<file path="src/rtl/rv_pkg.sv">
// rtl/rv_pkg.sv - RV32/64 decode constants, ALU/writeback codes and instruction formats
package rv_pkg;

  localparam logic [6:0] OP_LOAD   = 7'b0000011;
  localparam logic [6:0] OP_STORE  = 7'b0100011;
  localparam logic [6:0] OP_BRANCH = 7'b1100011;
  localparam logic [6:0] OP_JAL    = 7'b1101111;
  localparam logic [6:0] OP_JALR   = 7'b1100111;
  localparam logic [6:0] OP_LUI    = 7'b0110111;
  localparam logic [6:0] OP_AUIPC  = 7'b0010111;
  localparam logic [6:0] OP_IMM    = 7'b0010011;
  localparam logic [6:0] OP_REG    = 7'b0110011;
  localparam logic [6:0] OP_SYSTEM = 7'b1110011;

  // alu_sel = {m_op, alt, funct3}
  localparam logic [4:0] ALU_ADD  = 5'b00000;
  localparam logic [4:0] ALU_SLL  = 5'b00001;
  localparam logic [4:0] ALU_SLT  = 5'b00010;
  localparam logic [4:0] ALU_SLTU = 5'b00011;
  localparam logic [4:0] ALU_XOR  = 5'b00100;
  localparam logic [4:0] ALU_SRL  = 5'b00101;
  localparam logic [4:0] ALU_OR   = 5'b00110;
  localparam logic [4:0] ALU_AND  = 5'b00111;
  localparam logic [4:0] ALU_SUB  = 5'b01000;
  localparam logic [4:0] ALU_SRA  = 5'b01101;
  localparam logic [4:0] ALU_MUL    = 5'b10000;
  localparam logic [4:0] ALU_MULH   = 5'b10001;
  localparam logic [4:0] ALU_MULHSU = 5'b10010;
  localparam logic [4:0] ALU_MULHU  = 5'b10011;
  localparam logic [4:0] ALU_DIV    = 5'b10100;
  localparam logic [4:0] ALU_DIVU   = 5'b10101;
  localparam logic [4:0] ALU_REM    = 5'b10110;
  localparam logic [4:0] ALU_REMU   = 5'b10111;

  localparam logic [1:0] WB_ALU = 2'd0;
  localparam logic [1:0] WB_MEM = 2'd1;
  localparam logic [1:0] WB_PC4 = 2'd2;

  typedef enum logic [2:0] {
    FMT_R,
    FMT_I,
    FMT_S,
    FMT_B,
    FMT_U,
    FMT_J
  } fmt_e;

  // Unknown opcodes fall back to I so hazard checks still consider rs1.
  function automatic fmt_e fmt_of(input logic [6:0] opcode);
    case (opcode)
      OP_REG:             return FMT_R;
      OP_STORE:           return FMT_S;
      OP_BRANCH:          return FMT_B;
      OP_LUI, OP_AUIPC:   return FMT_U;
      OP_JAL:             return FMT_J;
      default:            return FMT_I;
    endcase
  endfunction

endpackage

</file>
<file path="src/rtl/imm_gen.sv">
// rtl/imm_gen.sv - immediate extraction per instruction format, sign-extended to XLEN
module imm_gen
  import rv_pkg::*;
#(
  parameter int XLEN = 32
) (
  input  logic [31:0]     inst,
  input  fmt_e            fmt,
  output logic [XLEN-1:0] imm
);

  logic [31:0] imm32;
  logic        unused_opcode;

  assign unused_opcode = ^inst[6:0];

  always_comb begin
    imm32 = '0;
    case (fmt)
      FMT_I:   imm32 = {{20{inst[31]}}, inst[31:20]};
      FMT_S:   imm32 = {{20{inst[31]}}, inst[31:25], inst[11:7]};
      FMT_B:   imm32 = {{19{inst[31]}}, inst[31], inst[7], inst[30:25], inst[11:8], 1'b0};
      FMT_U:   imm32 = {inst[31:12], 12'b0};
      FMT_J:   imm32 = {{11{inst[31]}}, inst[31], inst[19:12], inst[20], inst[30:21], 1'b0};
      default: imm32 = '0;
    endcase
  end

  assign imm = XLEN'($signed(imm32));

endmodule

</file>
<file path="src/rtl/decode_stage.sv">
// rtl/decode_stage.sv - registered RV decode stage with load-use stall, flush and handshake
module decode_stage
  import rv_pkg::*;
#(
  parameter int XLEN          = 32,
  parameter int ENABLE_M      = 0,
  parameter int HAZARD_DETECT = 1,
  parameter int CNT_W         = 32
) (
  input  logic             clock,
  input  logic             reset,
  input  logic             if_valid,
  output logic             if_ready,
  input  logic [31:0]      inst,
  input  logic [XLEN-1:0]  pc,
  input  logic             flush,
  input  logic             ex_ready,
  output logic             id_valid,
  output logic [XLEN-1:0]  id_pc,
  output logic [4:0]       rd,
  output logic [4:0]       rs1,
  output logic [4:0]       rs2,
  output logic [2:0]       funct3,
  output logic [XLEN-1:0]  imm,
  output logic [4:0]       alu_sel,
  output logic             b_sel,
  output logic             pc_reg1_sel,
  output logic             rs2_shamt_sel,
  output logic             is_branch,
  output logic             is_jump,
  output logic             mem_read,
  output logic             mem_write,
  output logic             reg_write,
  output logic [1:0]       wb_sel,
  output logic             illegal,
  output logic [CNT_W-1:0] stall_cnt
);

  logic [6:0]      opcode;
  logic [2:0]      f3;
  logic [6:0]      f7;
  fmt_e            fmt;
  logic [XLEN-1:0] imm_raw;

  assign opcode = inst[6:0];
  assign f3     = inst[14:12];
  assign f7     = inst[31:25];
  assign fmt    = fmt_of(opcode);

  imm_gen #(.XLEN(XLEN)) u_imm_gen (
    .inst (inst),
    .fmt  (fmt),
    .imm  (imm_raw)
  );

  logic [XLEN-1:0] d_imm;
  logic [4:0]      d_alu, d_rs1;
  logic            d_bsel, d_pcsel, d_shsel, d_br, d_jmp, d_mr, d_mw, d_rw, d_ill;
  logic [1:0]      d_wb;

  always_comb begin
    d_imm   = imm_raw;
    d_alu   = ALU_ADD;
    d_rs1   = inst[19:15];
    d_bsel  = 1'b0;
    d_pcsel = 1'b0;
    d_shsel = 1'b0;
    d_br    = 1'b0;
    d_jmp   = 1'b0;
    d_mr    = 1'b0;
    d_mw    = 1'b0;
    d_rw    = 1'b0;
    d_ill   = 1'b0;
    d_wb    = WB_ALU;
    case (opcode)
      OP_LOAD:   begin d_bsel = 1'b1; d_mr = 1'b1; d_rw = 1'b1; d_wb = WB_MEM; end
      OP_STORE:  begin d_bsel = 1'b1; d_mw = 1'b1; end
      OP_BRANCH: begin d_pcsel = 1'b1; d_br = 1'b1; end
      OP_JAL:    begin d_bsel = 1'b1; d_pcsel = 1'b1; d_jmp = 1'b1; d_rw = 1'b1; d_wb = WB_PC4; end
      OP_JALR:   begin d_bsel = 1'b1; d_jmp = 1'b1; d_rw = 1'b1; d_wb = WB_PC4; end
      OP_LUI:    begin d_bsel = 1'b1; d_rw = 1'b1; d_rs1 = '0; end
      OP_AUIPC:  begin d_bsel = 1'b1; d_pcsel = 1'b1; d_rw = 1'b1; end
      OP_IMM: begin
        d_bsel  = 1'b1;
        d_rw    = 1'b1;
        d_shsel = (f3 == 3'b001) || (f3 == 3'b101);
        d_alu   = {1'b0, (f3 == 3'b101) && f7[5], f3};
      end
      OP_REG: begin
        d_rw = 1'b1;
        if (f7 == 7'b0000001) begin
          d_alu = {ENABLE_M != 0, 1'b0, f3};
          d_ill = (ENABLE_M == 0);
        end else if (f7 == 7'b0000000 ||
                     (f7 == 7'b0100000 && (f3 == 3'b000 || f3 == 3'b101))) begin
          d_alu = {1'b0, f7[5], f3};
        end else begin
          d_ill = 1'b1;
        end
      end
      // ECALL/EBREAK carry no immediate and write nothing
      OP_SYSTEM: begin d_bsel = 1'b1; d_imm = '0; end
      default:   d_ill = 1'b1;
    endcase
    if (d_ill) begin
      d_rw  = 1'b0;
      d_mr  = 1'b0;
      d_mw  = 1'b0;
      d_br  = 1'b0;
      d_jmp = 1'b0;
    end
    if (inst[11:7] == 5'd0) d_rw = 1'b0;
  end

  logic uses_rs1, uses_rs2, haz, adv;

  assign uses_rs1 = (fmt != FMT_U) && (fmt != FMT_J);
  assign uses_rs2 = (fmt == FMT_R) || (fmt == FMT_S) || (fmt == FMT_B);
  assign haz = (HAZARD_DETECT != 0) && id_valid && mem_read && (rd != 5'd0) &&
               ((rd == inst[19:15] && uses_rs1) || (rd == inst[24:20] && uses_rs2));
  assign adv      = !id_valid || ex_ready;
  assign if_ready = adv && !haz && !flush;

  always_ff @(posedge clock) begin
    if (reset) begin
      id_valid      <= 1'b0;
      id_pc         <= '0;
      rd            <= '0;
      rs1           <= '0;
      rs2           <= '0;
      funct3        <= '0;
      imm           <= '0;
      alu_sel       <= '0;
      b_sel         <= 1'b0;
      pc_reg1_sel   <= 1'b0;
      rs2_shamt_sel <= 1'b0;
      is_branch     <= 1'b0;
      is_jump       <= 1'b0;
      mem_read      <= 1'b0;
      mem_write     <= 1'b0;
      reg_write     <= 1'b0;
      wb_sel        <= '0;
      illegal       <= 1'b0;
      stall_cnt     <= '0;
    end else begin
      if (if_valid && !if_ready && !flush && stall_cnt != {CNT_W{1'b1}})
        stall_cnt <= stall_cnt + CNT_W'(1);
      // A hazard bubble keeps the load's fields so the consumer is retried next cycle
      if (flush || (haz && ex_ready)) begin
        id_valid <= 1'b0;
      end else if (if_valid && if_ready) begin
        id_valid      <= 1'b1;
        id_pc         <= pc;
        rd            <= inst[11:7];
        rs1           <= d_rs1;
        rs2           <= inst[24:20];
        funct3        <= f3;
        imm           <= d_imm;
        alu_sel       <= d_alu;
        b_sel         <= d_bsel;
        pc_reg1_sel   <= d_pcsel;
        rs2_shamt_sel <= d_shsel;
        is_branch     <= d_br;
        is_jump       <= d_jmp;
        mem_read      <= d_mr;
        mem_write     <= d_mw;
        reg_write     <= d_rw;
        wb_sel        <= d_wb;
        illegal       <= d_ill;
      end else if (adv) begin
        id_valid <= 1'b0;
      end
    end
  end

endmodule
</file>
<file path="config.mk">
export PLATFORM = sky130hd
export DESIGN_NAME = decode_stage
export DESIGN_NICKNAME = d
export VERILOG_FILES = /design/src/rtl/rv_pkg.sv /design/src/rtl/imm_gen.sv /design/src/rtl/decode_stage.sv
export SDC_FILE = /design/constraint.sdc
export NUM_CORES = 1
export LEC_CHECK = 0
export ABC_CLOCK_PERIOD_IN_PS = 6900
export BUFFER_PORTS_ARGS = -buffer_cell sky130_fd_sc_hd__clkbuf_2
export CORE_MARGIN = 5
export CORE_UTILIZATION = 47
export DETAILED_ROUTE_END_ITERATION = 8
export PLACE_DENSITY = 0.74
export SYNTH_ARGS = -nofsm -noshare
export SYNTH_HDL_FRONTEND = slang
export SYNTH_HIERARCHICAL = 1
export SYNTH_SLANG_ARGS = --single-unit
</file>
<file path="constraint.sdc">
create_clock -name clock -period 6.9 [get_ports clock]
set_input_delay 0.69 -clock clock [delete_from_list [all_inputs] [get_ports clock]]
set_output_delay 0.69 -clock clock [all_outputs]
set_load 0.02 [all_outputs]
</file>
==> impl_metrics.yaml <==
status:
  status: "completed"
sta:
  tns_ps: 0
  finalSetupViolCount: 0
  period_needed_ps: 4110
  rsz0062_at_grt: "false"
  worst_slew_pin_slew_ps: 1160
  finalHoldViolations: 0
  clock.fmax_mhz: 243
  slew_violations: 0
  skew_ps: 6.84
  max_slew_margin_pct: 22.1
  fin_crit_sh_pct: 59.6
logic_synthesis:
  synth_cells: 802
  synth.top_cell.area_share_pct: 39.6
  synth.distinct_cells: 60
  async_flop_share_pct: 0
  synth-warning-count: 6
  ys.flop_type: "dfxtp_1"
  synth.avg_cell_area_um2: 8.19
  syn_area_um2: 6570
  yosys.area.top_type: "dfxtp_1"
  syn-num-nets: 872
  ys_ff_latch: 130
  synthTopCellsByArea: "dfxtp_1 (40%), nand3_1 (5.9%), a31o_2 (5.6%), a21oi_1 (5.1%), o21ai_0 (4.6%)"
  yosysSeqAreaShare_pct: 39.6
  synth_edf_count: 0
cts:
  clock_path_buffers: 2
  ctsHoldBuffers: 0
  clk_latency_ps: 410
  ctsResizeCount: 0
  numCtsBuffers: 17
  cts_setup_buffers: 0
  cts_sinks: 130
  htree_levels: 4
  cts_tree: "yes"
  ctsRootBufferMaster: "clkbuf_16"
  clk_pin_slew_ps: 60
global_routing:
  grt_pass1_wl_um: 31900
  grt_overflow_total: 0
  grt_start_max_net_pins: 104
  grt.total_usage_pct: 23.8
  grt_pass1_vias: 6355
  antenna_found_initial: 2
floorplan:
  dieWidth_um: 128
  io-pin-count: 201
  fp.dieArea_um2: 16400
  rows: 43
  core_um2: 13800
  start_util_pct: 47.7
  die_h_um: 128
final_layout:
  final_cell_area_um2: 8190
  area_growth_pct: 24.6
  final_nets: 1022
  layout-drive-gt1-share_pct: 32.1
  final.fill_count: 1324
  instances_no_fill: 1146
drt:
  wl_met2_um: 8920
  drt_iter0_drc: 569
  routed_via_density: 5.88
  vias: 6744
  top_layer: "met5"
  wl_um: 19800
  dr.pass1.iters: 5
  drc: 0
  wl_per_cell_um: 17.3
  met1_length_um: 8640
  wl_met3_um: 1610
  ant_nets: 0
critical_path:
  cp.arrival_ps: 3420
  cp-start-kind: "flip-flop"
  cp_max_fo: 67
  path_cells: "xnor2_1, nand3_1, o31ai_1, o21a_2, buf_4, nor2_1, clkbuf_2"
  worstSetupEndpointType: "primary output"
  criticalPathCategory: "flip-flop to primary output"
  cpMaxStageDelayCell: "o31ai_1"
  critical-path-max-stage-delay_ps: 760
  timing.rr.end: "is_branch"
  regToRegSetupSlack_ps: 3430
  critical_path_required_ps: 6210
  r2r_start: "rd[4]"
  reg2reg_depth: 7
pwr:
  power_density_nw_per_um2: 237
  peakVddDrop_v: 0.000177
  p_leak_nw: 3.38
placement:
  io_buffers: 199
  dp_cells: 1113
  place_area_um2: 7550
  place_congestion: 0.874
  dp_hpwl_um: 13600
flow_run:
  maxCapViolCount: 0
min_path:
  min_delay_worst_endpoint: "wb_sel[1]"
  hold_class: "flip-flop to flip-flop"
  hold_depth: 2
  hp-start: "wb_sel[1]"
metrics by stage:
| step | util, % | hold WS [ps] | power (mW) | setup WS [ps] |
|---|---|---|---|---|
| floorplan | - | 533 | 0.930 | 3820 |
| global placement | 54.9 | 448 | 1.00 | 2880 |
| detailed placement | 54.9 | 452 | 1.00 | 2850 |
| CTS | 59.4 | 460 | 1.95 | 2810 |
| global route | 59.4 | 489 | 2.01 | 2580 |
| finish | 59.4 | 458 | 1.94 | 2790 |
routing by layer:
metal	vias to the layer above	GRT usage, %
met5	-	0
met4	4	10.5
met3	46	7.58
met2	250	36.0
met1	3174	31.0
li1	3270	-
worst max-delay path, delay by kind of cell, from the launching register on:
family                    cells  cell delay (ps)
AOI/OAI and AO/OA             2             1330
and+or+nand+nor               2              200
xor gates and xnor gates      1              170
DFF                           1              490
buffers and inverters         2              790
final cells by class:
class | count | area (µm²) | area share [%]
diodes | 1 | 2.50 | 0.0306
clock buffers | 22 | 474 | 5.79
clock inverters | 10 | 155 | 1.90
inverters | 8 | 30.0 | 0.367
multi-input cells | 586 | 3620 | 44.3
flip-flops and latches | 130 | 2600 | 31.8
well taps | 180 | 225 | 2.75
repair buffers | 209 | 1070 | 13.1
how the worst max path moves through the flow:
stage             from       end  slack [ps]  cells after the start
6_report         rd[4]  if_ready        2790                      7
2_1_floorplan  inst[6]  if_ready        3820                      8
3_5_place_dp   inst[6]  if_ready        2850                      8
4_1_cts          rd[4]  if_ready        2810                      7
5_1_grt          rd[4]  if_ready        2580                      7
3_3_place_gp   inst[6]  if_ready        2880                      8
power by group:
part | total [mW] | leakage (nW) | internal (mW) | switching, mW
combinational | 0.199 | 2.02 | 0.0696 | 0.129
sequential | 0.790 | 1.06 | 0.775 | 0.0149
clock | 0.953 | 0.306 | 0.630 | 0.322
cells in the mapped netlist (3+ instances only):
cell,count
a211oi_1,3
and3_1,6
o21ai_0,60
o2bb2ai_1,9
buf_1,9
dfxtp_1,130
nor4_1,9
nand4bb_1,13
or4_1,15
or3_1,6
xnor2_1,6
a31o_2,42
nor3_1,52
buf_2,17
mux2_2,15
nand3_1,77
xor2_1,8
clkbuf_1,46
a21oi_1,67
o31ai_1,13
buf_4,3
nor2b_1,16
nand3b_1,5
inv_1,7
nand2b_1,6
a21boi_0,7
o211ai_1,6
nand4_1,9
nand2_1,62
a22o_1,3
nor2_1,33
nand4b_1,3
o211a_1,4
kinds of logic (layout without fill, tap and decap cells):
family	Yosys count	count (layout)	share of synthesized area, %
compound gates	227	227	22.7
xor+xnor	14	14	1.87
fa+ha+maj	1	1	0.190
buf+inv	86	249	5.66
flops	130	130	39.6
mux	16	16	2.72
other cells	1	2	0.0571
simple gates	327	327	27.2
registers in the layout (all words and copies together), names as in the netlist:
signal,flops
rd,5
is_jump,1
wb_sel,2
b_sel,1
mem_write,1
stall_cnt,32
imm,32
illegal,1
alu_sel,4
rs2,5
rs1,5
reg_write,1
id_pc,32
rs2_shamt_sel,1
funct3,3
id_valid,1
pc_reg1_sel,1
mem_read,1
is_branch,1
layout by cell type, fill, tap and decap left out, drive strengths merged, types with 3 or more instances in the layout:
cell / synthesis / routed
clkbuf: 47 / 220
dfxtp: 130 / 130
nand3: 77 / 77
a21oi: 67 / 67
nand2: 62 / 62
o21ai: 61 / 61
nor3: 52 / 52
a31o: 42 / 42
nor2: 34 / 34
nor2b: 17 / 17
or4: 15 / 15
mux2: 15 / 15
o31ai: 13 / 13
nand4bb: 13 / 13
buf: 31 / 11
nand4: 9 / 9
nor4: 9 / 9
o2bb2ai: 9 / 9
xor2: 8 / 8
inv: 8 / 8
a21boi: 7 / 7
or3: 7 / 7
xnor2: 6 / 6
o211ai: 6 / 6
and3: 6 / 6
nand2b: 6 / 6
nand3b: 6 / 6
o211a: 4 / 4
clkinv: 0 / 4
bufinv: 0 / 4
nand4b: 3 / 3
a211oi: 3 / 3
a22o: 3 / 3
a2111oi: 3 / 3
(Power assumes the default switching activity.)
